## src/rtl/shifter_test_pkg.sv

```systemverilog
// rtl/shifter_test_pkg.sv - shared types and constants for the chain SET-test controller
package shifter_test_pkg;
   typedef enum logic [1:0] {IDLE, FILL, MONITOR, REPORT} state_t;
   localparam int CNT_W_DEF  = 12;
   localparam int TIMER_W    = 32;
   localparam int SYNC_DEPTH = 2;
endpackage

```

## src/rtl/shift_upset_counter.sv

```systemverilog
// rtl/shift_upset_counter.sv - per-chain synchronizer, departure detect and saturating upset counter
module shift_upset_counter
   import shifter_test_pkg::*;
#(
   parameter int CNT_W = CNT_W_DEF
) (
   input  logic             i_clk,
   input  logic             i_rst_n,
   input  logic             i_async,
   input  logic             i_clear,
   input  logic             i_enable,
   input  logic             i_expected,
   output logic             o_sync,
   output logic [CNT_W-1:0] o_count
);
   logic [SYNC_DEPTH-1:0] r_sync;
   logic                  r_prev;
   logic [CNT_W-1:0]      r_count;
   logic                  w_event;
   logic                  w_sat;

   // Only the transition away from the expected level counts, so a held wrong level is one upset.
   assign w_event = (r_prev == i_expected) && (r_sync[SYNC_DEPTH-1] != i_expected);
   assign w_sat   = &r_count;

   always_ff @(posedge i_clk) begin
      if (!i_rst_n) begin
         r_sync  <= '1;
         r_prev  <= 1'b1;
         r_count <= '0;
      end else begin
         r_sync <= {r_sync[SYNC_DEPTH-2:0], i_async};
         r_prev <= r_sync[SYNC_DEPTH-1];
         if (i_clear)
            r_count <= '0;
         else if (i_enable && w_event && !w_sat)
            r_count <= r_count + 1'b1;
      end
   end

   assign o_sync  = r_sync[SYNC_DEPTH-1];
   assign o_count = r_count;
endmodule

```

## src/rtl/shifter_test_ctrl.sv

```systemverilog
// rtl/shifter_test_ctrl.sv - SET-test run sequencer for two shift chains
// Optional SHIFTER_AUTO_RERUN_EN: back-to-back monitor windows with held result counts.
module shifter_test_ctrl
   import shifter_test_pkg::*;
#(
   parameter int          FILL_CYCLES   = 64,
   parameter logic [31:0] WINDOW_CYCLES = 32'd1000000,
   parameter int          CNT_W         = CNT_W_DEF
) (
   input  logic             CLK,
   input  logic             RST,
   input  logic             START,
   input  logic             STOP,
   input  logic             PATTERN,
   input  logic             SHIFT_OUT0,
   input  logic             SHIFT_OUT1,
   output logic             SHIFT_INPUT0,
   output logic             SHIFT_INPUT1,
   output logic [CNT_W-1:0] SHIFT_ERROR_COUNT0,
   output logic [CNT_W-1:0] SHIFT_ERROR_COUNT1,
   output logic [1:0]       CHAIN_FAULT,
   output logic             BUSY,
   output logic             DONE
);
   localparam logic [TIMER_W-1:0] FILL_LAST = TIMER_W'(FILL_CYCLES - 1);
   localparam logic [TIMER_W-1:0] WIN_LAST  = TIMER_W'(WINDOW_CYCLES - 32'd1);

   state_t               r_state, w_state_nxt;
   logic [TIMER_W-1:0]   r_timer;
   logic                 r_pattern;
   logic [1:0]           r_fault;
   logic                 r_busy, r_done;
   logic                 w_start_run, w_clear, w_capture, w_timer_clr, w_enable;
   logic                 w_busy_nxt, w_done_nxt;
   logic                 w_sync0, w_sync1;
   logic [CNT_W-1:0]     w_cnt0, w_cnt1;

   always_ff @(posedge CLK) begin
      if (!RST)
         r_state <= IDLE;
      else
         r_state <= w_state_nxt;
   end

   always_comb begin
      w_state_nxt = r_state;
      case (r_state)
         IDLE:    if (START && !STOP) w_state_nxt = FILL;
         FILL:    if (STOP) w_state_nxt = IDLE;
                  else if (r_timer == FILL_LAST) w_state_nxt = MONITOR;
         MONITOR: if (STOP || r_timer == WIN_LAST) w_state_nxt = REPORT;
`ifdef SHIFTER_AUTO_RERUN_EN
         REPORT:  w_state_nxt = STOP ? IDLE : MONITOR;
`else
         REPORT:  w_state_nxt = IDLE;
`endif
         default: w_state_nxt = IDLE;
      endcase
   end

   always_comb begin
      w_start_run = (r_state == IDLE) && (w_state_nxt == FILL);
      w_clear     = w_start_run || ((r_state == REPORT) && (w_state_nxt == MONITOR));
      w_capture   = (r_state == FILL) && (w_state_nxt == MONITOR);
      w_timer_clr = (w_state_nxt != r_state);
      w_enable    = (r_state == MONITOR);
      w_busy_nxt  = (w_state_nxt == FILL) || (w_state_nxt == MONITOR);
      w_done_nxt  = (w_state_nxt == REPORT);
   end

   always_ff @(posedge CLK) begin
      if (!RST) begin
         r_timer   <= '0;
         r_pattern <= 1'b1;
         r_fault   <= 2'b00;
         r_busy    <= 1'b0;
         r_done    <= 1'b0;
      end else begin
         r_busy <= w_busy_nxt;
         r_done <= w_done_nxt;
         if (w_timer_clr)
            r_timer <= '0;
         else if (r_state == FILL || r_state == MONITOR)
            r_timer <= r_timer + 1'b1;
         if (w_start_run)
            r_pattern <= PATTERN;
         if (w_start_run)
            r_fault <= 2'b00;
         else if (w_capture)
            r_fault <= {w_sync1 != r_pattern, w_sync0 != r_pattern};
      end
   end

   shift_upset_counter #(.CNT_W(CNT_W)) u_chain0 (
      .i_clk(CLK), .i_rst_n(RST), .i_async(SHIFT_OUT0), .i_clear(w_clear),
      .i_enable(w_enable), .i_expected(r_pattern), .o_sync(w_sync0), .o_count(w_cnt0)
   );

   shift_upset_counter #(.CNT_W(CNT_W)) u_chain1 (
      .i_clk(CLK), .i_rst_n(RST), .i_async(SHIFT_OUT1), .i_clear(w_clear),
      .i_enable(w_enable), .i_expected(r_pattern), .o_sync(w_sync1), .o_count(w_cnt1)
   );

`ifdef SHIFTER_AUTO_RERUN_EN
   // Live counters restart every window; the last window's totals are shown until the next DONE.
   logic [CNT_W-1:0] r_hold0, r_hold1;
   always_ff @(posedge CLK) begin
      if (!RST) begin
         r_hold0 <= '0;
         r_hold1 <= '0;
      end else if (r_state == REPORT) begin
         r_hold0 <= w_cnt0;
         r_hold1 <= w_cnt1;
      end
   end
   assign SHIFT_ERROR_COUNT0 = (r_state == REPORT) ? w_cnt0 : r_hold0;
   assign SHIFT_ERROR_COUNT1 = (r_state == REPORT) ? w_cnt1 : r_hold1;
`else
   assign SHIFT_ERROR_COUNT0 = w_cnt0;
   assign SHIFT_ERROR_COUNT1 = w_cnt1;
`endif

   assign SHIFT_INPUT0 = r_pattern;
   assign SHIFT_INPUT1 = r_pattern;
   assign CHAIN_FAULT  = r_fault;
   assign BUSY         = r_busy;
   assign DONE         = r_done;
endmodule

```

## config.mk

```make
export PLATFORM = sky130hd
export DESIGN_NAME = shifter_test_ctrl
export DESIGN_NICKNAME = d
export VERILOG_FILES = /design/src/rtl/shifter_test_pkg.sv /design/src/rtl/shift_upset_counter.sv /design/src/rtl/shifter_test_ctrl.sv
export SDC_FILE = /design/constraint.sdc
export NUM_CORES = 1
export LEC_CHECK = 0
export ABC_AREA = 1
export CAP_MARGIN = 20
export CORE_UTILIZATION = 40
export CTS_BUF_LIST = sky130_fd_sc_hd__clkbuf_4 sky130_fd_sc_hd__clkbuf_8
export CTS_CLUSTER_SIZE = 40
export DETAILED_ROUTE_END_ITERATION = 7
export GPL_ROUTABILITY_DRIVEN = 0
export PLACE_DENSITY = 0.63
export RECOVER_POWER = 50
export SYNTH_ARGS = -nofsm -noshare
export SYNTH_HDL_FRONTEND = slang
export SYNTH_SLANG_ARGS = --single-unit
```

## constraint.sdc

```tcl
create_clock -name CLK -period 6.9 [get_ports CLK]
set_input_delay 1.035 -clock CLK [delete_from_list [all_inputs] [get_ports CLK]]
set_output_delay 1.035 -clock CLK [all_outputs]
set_load 0.01 [all_outputs]
```

==> results of run 1 <==
## cell families after synthesis
| family | Yosys count | share of synthesized area (%) |
|---|---|---|
| AO/OA/AOI/OAI | 39 | 5.25 |
| XOR/XNOR | 42 | 9.65 |
| adder cells (fa/ha/maj) | 10 | 3.28 |
| buffers and inverters | 81 | 8.93 |
| flip-flops | 69 | 36.2 |
| multiplexers | 1 | 0.263 |
| AND/OR/NAND/NOR | 295 | 36.4 |
## cell type report
| cell class | count | area (um^2) | area share (%) |
|---|---|---|---|
| clock buffers | 12 | 146 | 3.27 |
| well taps | 129 | 161 | 3.61 |
| flip-flops and latches | 69 | 1380 | 30.9 |
| clock inverters | 4 | 72.6 | 1.62 |
| multi-input cells | 387 | 2070 | 46.4 |
| repair buffers | 36 | 360 | 8.06 |
| inverters | 73 | 274 | 6.13 |
## sequential cells by signal, summed over array words and instances (netlist names)
register and count:
r_state 2, u_chain1.o_count 12, CHAIN_FAULT 2, DONE 1, u_chain0.o_count 12, r_timer 32, BUSY 1, u_chain1.r_prev 1
SHIFT_INPUT0 1, u_chain0.r_prev 1, u_chain0.r_sync 2, u_chain1.r_sync 2
## where the power goes
part           leakage [nW]  switching, mW  internal (mW)
Combinational          1.01          0.241          0.108
Sequential            0.558         0.0204          0.420
Clock                 0.111          0.147          0.215
Total                  1.68          0.409          0.743
## through the flow
step	std cells	total power, mW
after floorplan	537	0.766
after global placement	694	0.818
after detailed placement	694	0.821
after CTS	710	1.19
after global routing	710	1.23
final	710	1.15
## cells in the mapped netlist, drive strengths merged
cell type  count  area, um^2
nor3b          1        12.5
inv           73         274
nand4          5        31.3
dfxtp         69        1380
buf            8        66.3
o21a           1        7.51
a21oi         22         110
nand2        115         449
ha            10         125
and3           1        6.26
nand3         33         178
or2            6        37.5
o21ai         15        75.1
mux2i          1        10.0
nor3          24         136
o31ai          1        7.51
nor2         103         479
nor4           7        56.3
xnor2         12         105
xor2          30         263
## cells in the final DEF, fill, tap and decap left out, types with 22 or more instances in the layout
cell / count
sky130_fd_sc_hd__nand2_1: 109
sky130_fd_sc_hd__inv_1: 70
sky130_fd_sc_hd__a21oi_1: 22
sky130_fd_sc_hd__xor2_1: 30
sky130_fd_sc_hd__nor2_2: 31
sky130_fd_sc_hd__nor2_1: 70
sky130_fd_sc_hd__dlygate4sd3_1: 32
sky130_fd_sc_hd__nand3_1: 33
sky130_fd_sc_hd__nor3_1: 22
sky130_fd_sc_hd__dfxtp_1: 69
## metal layers
metal  vias up  track usage [%]  share of wire [%]
li1       1758                -                  -
met1      1470             22.2                 50
met2        49             28.2                 45
met3         8             5.20                3.8
met4         0             4.30               0.92
met5         -                0                  0
## how the worst max path moves through the flow
stage	depth (start not counted)	endpoint	from	slack, ns
2_1_floorplan	16	u_chain1.o_count[0]$_SDFFE_PP0P_	STOP	4.27
3_3_place_gp	16	u_chain1.o_count[0]$_SDFFE_PP0P_	STOP	3.44
3_5_place_dp	16	u_chain1.o_count[8]$_SDFFE_PP0P_	STOP	3.35
4_1_cts	16	u_chain0.o_count[0]$_SDFFE_PP0P_	STOP	3.73
5_1_grt	10	r_timer[20]$_SDFFE_PP0P_	STOP	3.00
6_report	10	r_timer[25]$_SDFFE_PP0P_	STOP	3.24
## critical path: cells and delay by family
kind	cells	cell delay, ns
AND/OR/NAND/NOR	8	2.21
buffers and inverters	2	0.64
==> results.md, run 1 <==
- The number of failing hold endpoints at the final stage is 0.
- Before antenna repair, the detailed router went through 6 iterations.
- The post-layout worst setup margin is 3.24 ns.
- The H-tree generated during clock tree synthesis spans 3 levels.
- Sequential elements use 36.2% of the synthesized area.
- The path category of the worst min-delay check is reg -> reg.
- In this run the most critical hold path is launched from u_chain1.r_sync[0]$_SDFF_PN1_.
- In this run the tool buffered the top-level ports with 36 buffer cells.
- The routed design has 7830 um of wire.
- The finished cells cover 4470 um^2.
- TritonCTS built the clock tree.
- For flop-to-flop paths, the worst setup slack is 3.81 ns.
- The setup path with the least slack is of type in -> reg.
- The setup-violating endpoint count in the final report is 0.
- The static leakage is 1.68 nW.
- The largest single stage delay on the critical path is 1.23 ns.
- The tightest hold path in the finished design has a slack of 0.412 ns.
- For this run, the top clock speed supported by timing is 0.274 GHz.
- Of the cells placed in the final design, the portion with a size suffix greater than 1 is 11.9%.
- The checks that failed: capacitance limit, slew limit.
- STA classifies the critical path endpoint as a flip-flop.
- In this run the clock root is driven by a sky130_fd_sc_hd__clkbuf_8.
- The number of remaining DRC errors is 0.
- Across the VDD grid, the largest voltage drop is 153 uV.
- The worst hold path depth is 1.
- The number of sinks driven by the clock tree is 69.
- Data on the critical path arrives at its endpoint at 3.89 ns.
- The run finished, with violations left.
- A synthesized cell averages 7.10 um^2.
- The number of resized instances in the post-cts repair step is 0.
- The remaining global-route overflow is 0.
- The core region is 9240 um^2.
- The antenna diode instance count is 0.
- In this run the critical register-to-register path is captured at r_timer[25]$_SDFFE_PP0P_.
- The row count is 35.
- Max-cap violations in this run came to 1.
- The number of nets in the synthesized netlist is 554.
- The worst hold endpoint is u_chain1.r_sync[1]$_SDFF_PN1_.
- Counting along the longest clock path gives a buffer depth of 2.
- The initial utilization of the core area, before any placement, comes to 41.2%.
- The number of antenna-violating nets in the routed design is 0.
- The post-CTS repair timing setup buffer count is 0.
- The number of vias after detailed routing is 3285.
- The smallest clock period supported by the final layout is computed as 3.66 ns.
- The first global-routing pass estimated 13600 um of wire.
- The largest clock skew in the final design is 0.00961 ns.
- The top-level port count is 37.
- From synthesis to final layout, the design area changed by 17.3%.
- The number of global-route vias before repair came to 3035.
- The number of nets in the layout is 593.
- Setup repair after global routing left no endpoint under its margin.
- After routing, the total negative slack on setup checks comes to 0 ns.
- The die extent in y is 99.6 um.
- The post-synth design cell area is 3810 um^2.
- The initial antenna violation count is 0.
- After detailed placement, the total cell area comes to 4270 um^2.
- Prior to clock tree synthesis, the placed netlist has a worst setup slack of 3.35 ns.
- The number of cell instances on the worst register-to-register path is 13.
- The HPWL after detailed placement is 5920 um.
- Data on the critical path is required at its endpoint by 7.13 ns.
- The cell with the biggest individual delay on the critical path is sky130_fd_sc_hd__nand3_1.
- Counting flops and latches in the post-synthesis netlist gives 69.
- Entering global routing, the biggest net connects 33 pins.
- For the worst-skew pair, the clock arrives at the later sink with an insertion delay of 0.34 ns.
- The number of inserted filler cells in the final layout is 964.
- The startpoint of the lowest-slack register-to-register path is r_timer[0]$_SDFFE_PP0P_.
- The clock input transition at the sequential cells of the worst setup and hold paths is 0.07 ns.
- The total number of yosys warnings is 0.
- The worst slew margin relative to its limit is -27.2%.
- The fraction of the core area covered by cells at the end of the flow is 48.4%.
- The type of element launching the critical path is a primary input.
- The area of the die is 9920 um^2.
- The wire length per cell is 11.0 um.
- For this block, the initial DRC count from the detailed router was 133.
- After technology mapping, the gate count stands at 537.
- The number of vias per cell after detailed routing is 4.63.
- Traced cell by cell, the critical path runs through dlygate4sd3_1 -> nor2_1 -> nand2_1 -> nor2_1 -> nor2_4 -> nand3_1 -> nand2_1 -> inv_1 -> nand3_1 -> nor2_2.
- In this run the power density over the cells is 258 nW/um^2.
- The number of hold buffers added after CTS was 0.
- The die outline width is 99.6 um.
- The final clock period utilization by the worst path is 53.0%.
- The distinct cell type count of the synthesized netlist is 31.
- At the pin with the least slew margin, the transition time is 1.90 ns.
- The count of final max-slew check failures is 33.
- Of all nets on the critical path, the largest fanout is 32.
- The total CTS buffers is 9.
- For this run, the total global-route usage over all layers was measured as 17.3%.
(Power assumes the default switching activity.)
==> run 2: changes to the inputs <==
Settings changed: PLACE_DENSITY 0.63 to 0.66.
Clock period 6.9 ns to 3 ns, I/O delays scaled along.
==> results.md, run 2 (synthesis results as in run 1) <==
- Global routing used 17.3% of the available tracks.
- The largest driver fanout on the critical path is 16.
- The number of remaining DRC errors is 0.
- The sequential power share is 36.4%.
- The share of power burned in the clock network is 33.4%.
- The number of port buffers is 36.
- The clock latency on the worst-skew pair is 0.35 ns.
- After clock tree synthesis, the clock-pin slew on the worst setup and hold paths is 0.08 ns.
- The final clock period utilization by the worst path is 82.7%.
- The number of global-route vias before repair is 3079.
- The cell with the biggest individual delay on the critical path is sky130_fd_sc_hd__dfxtp_1.
- The maximum clock rate is 0.403 GHz.
- The data arrival time of the critical path is 2.73 ns.
- TritonCTS built the clock tree.
- Entering global routing, the biggest net connects 33 pins.
- Setup repair after global routing left no endpoint under its margin.
- The number of antenna-violating nets in the routed design is 0.
- Summed over all nets, the half-perimeter wirelength after detailed placement is 5880 um.
- The fraction of the core area covered by cells at the end of the flow is 48.8%.
- The DRC marker count from the first detailed-route iteration is 141.
- The type of element launching the critical path is a flip-flop.
- The aggregate negative setup slack is 0 ns.
- In the global route stage, met3 resource usage came out at 5.34%.
- On the worst path, the slowest cell contributes a delay of 0.35 ns.
- Power spread over the standard cell area amounts to 616 nW/um^2.
- In this design, the critical path's most frequently occurring cell is sky130_fd_sc_hd__nand2_1.
- Leaving out fill and tap cells, the most frequent cells in the layout are sky130_fd_sc_hd__nand2_1, sky130_fd_sc_hd__nor2_1, sky130_fd_sc_hd__dfxtp_1, sky130_fd_sc_hd__inv_1, sky130_fd_sc_hd__nand3_1.
- The worst slew margin relative to its limit is 34.9%.
- Clock skew on the completed layout was measured at 0.0120 ns.
- The endpoint kind of the worst setup timing path is a flip-flop.
- The number of failing hold endpoints at the final stage came to 0.
- The number of violations of the max-capacitance limit is 0.
- The core outline area is 9240 um^2.
- Of the cells placed in the final design, the portion with a size suffix greater than 1 is 12.4%.
- The die outline width is 99.6 um.
- The initial antenna violation count is 0.
- The met1 global-route usage is 21.8%.
- The tightest min-delay check is of the reg -> reg type.
- The number of flip-flops under the largest register name is 32.
- The combinational group share of total power is 30.2%.
- For the pin with the worst max-slew slack, the measured transition is 0.976 ns.
- The effective utilization at floorplan is 41.2%.
- In this run, CTS created clock tree buffers numbering 9.
- Leaving out fill and tap cells, the most frequent cell in the layout is sky130_fd_sc_hd__nand2_1.
- Hold timing on the final database bottoms out at a slack of 0.417 ns.
- The worst ir drop on vdd is 453 uV.
- The post-detailed-routing wire length is 7820 um.
- The largest buffer count on any clock path is 2.
- Pin placement for this block handled 37 I/O pins.
- The post-layout worst setup margin is 0.520 ns.
- The number of vias per cell after detailed routing is 4.65.
- The required time of the worst setup path is 3.25 ns.
- The flow ran to the end, and the final reports show no timing, DRC or antenna violations.
- The clock drives 69 sinks.
- Global routing finished with a remaining overflow of 0.
- Traced cell by cell, the critical path runs through inv_1 -> ha_1 -> inv_1 -> nor2_1 -> nand2_1 -> nor2_1 -> nor2_4 -> nand2_1 -> nand2_1 -> inv_1 -> ha_1 -> nand2_1 -> inv_1 -> nor2_1 -> nand2_1 -> clkinvlp_4 -> and3_1.
- The number of iterations in the first detailed-routing pass is 4.
- The setup slack at placement is 0.236 ns.
- The die covers 9920 um^2.
- The analysis attributes to cell leakage a power of 1.69 nW.
- The net count of the finished layout is 594.
- The area growth from synthesis to layout is 18.4%.
- The number of inserted filler cells in the final layout is 935.
- Of the total power, the share spent switching nets is 35.8%.
- The die is 99.6 um tall.
- The root cell of the clock tree is sky130_fd_sc_hd__clkbuf_8.
- The antenna diode instance count is 0.
- Counting tap cells, the placed design contains a total of 695 instances.
- The type of the setup path with the least slack is reg -> reg.
- The row count is 35.
- For this run, the number of standard cells in the final layout without fillers is 711.
- The minimum clock period after layout is 2.48 ns.
- The count of final max-slew check failures was 0.
- The first global-routing pass estimated 13700 um of wire.
- The setup-violating endpoint count in the final report is 0.
- Summed over all nets, the switching power comes to 993 uW.
- In this run the most used layer during global routing was met2.
- Buffers inserted to repair hold after CTS numbered 0.
- The largest register by flop count is r_timer.
- In the global route stage, met2 resource usage came out at 28.3%.
- In the final routed layout, each cell accounts on average for 11.0 um.
- The number of levels the H-tree was split into is 3.
- The routed layout has 3304 vias.
- The internal power is 1.78 mW.
-- run 2: power by group through the flow --
stage,clock (mW),sequential (mW),combinational [mW]
final,0.928,1.01,0.839
after global routing,1.01,1.02,0.943
after CTS,0.957,1.01,0.874
after detailed placement,0,1.03,0.871
after global placement,0,1.03,0.862
after floorplan,0,1.03,0.731
-- run 2: stage by stage --
step	total power [mW]	cell area, um^2
floorplan	1.76	3810
global placement	1.89	4270
detailed placement	1.90	4270
CTS	2.84	4520
global route	2.97	4510
finish	2.78	4510
-- run 2: what timing repair did --
action / 4_1_cts / 5_1_grt
setup endpoints to repair: 0 / 4
setup buffers: 0 / 0
gates resized for setup: 0 / 1
-- run 2: path summary, 6_finish.rpt --
check,from,slack [ns],endpoint,cells past startpoint
setup reg to reg,r_state[1]$_SDFF_PN0_,0.52,u_chain0.o_count[6]$_SDFFE_PP0P_,17
hold reg to reg,u_chain0.r_sync[0]$_SDFF_PN1_,0.42,u_chain0.r_sync[1]$_SDFF_PN1_,1
setup / recovery,r_state[1]$_SDFF_PN0_,0.52,u_chain0.o_count[6]$_SDFFE_PP0P_,17
hold / removal,u_chain0.r_sync[0]$_SDFF_PN1_,0.42,u_chain0.r_sync[1]$_SDFF_PN1_,1
-- run 2: metal layers --
metal	vias up	routed length, um
li1	1749	-
met5	-	0
met3	7	254
met1	1497	3890
met2	51	3590
met4	0	83
-- run 2: critical path, delay by kind of cell (launching register included) --
family / cells / cell delay (ns)
adders and majority gates: 2 / 0.34
buffers and inverters: 5 / 0.61
DFF: 1 / 0.35
and+or+nand+nor: 10 / 1.07
-- run 2: area by class of cell --
cell class,instances,area [um^2],share of cell area [%]
flip-flops and latches,69,1380,30.6
well taps,129,161,3.58
clock inverters,7,120,2.66
repair buffers,37,368,8.15
inverters,73,278,6.16
multi-input cells,387,2080,46.1
clock buffers,9,124,2.75
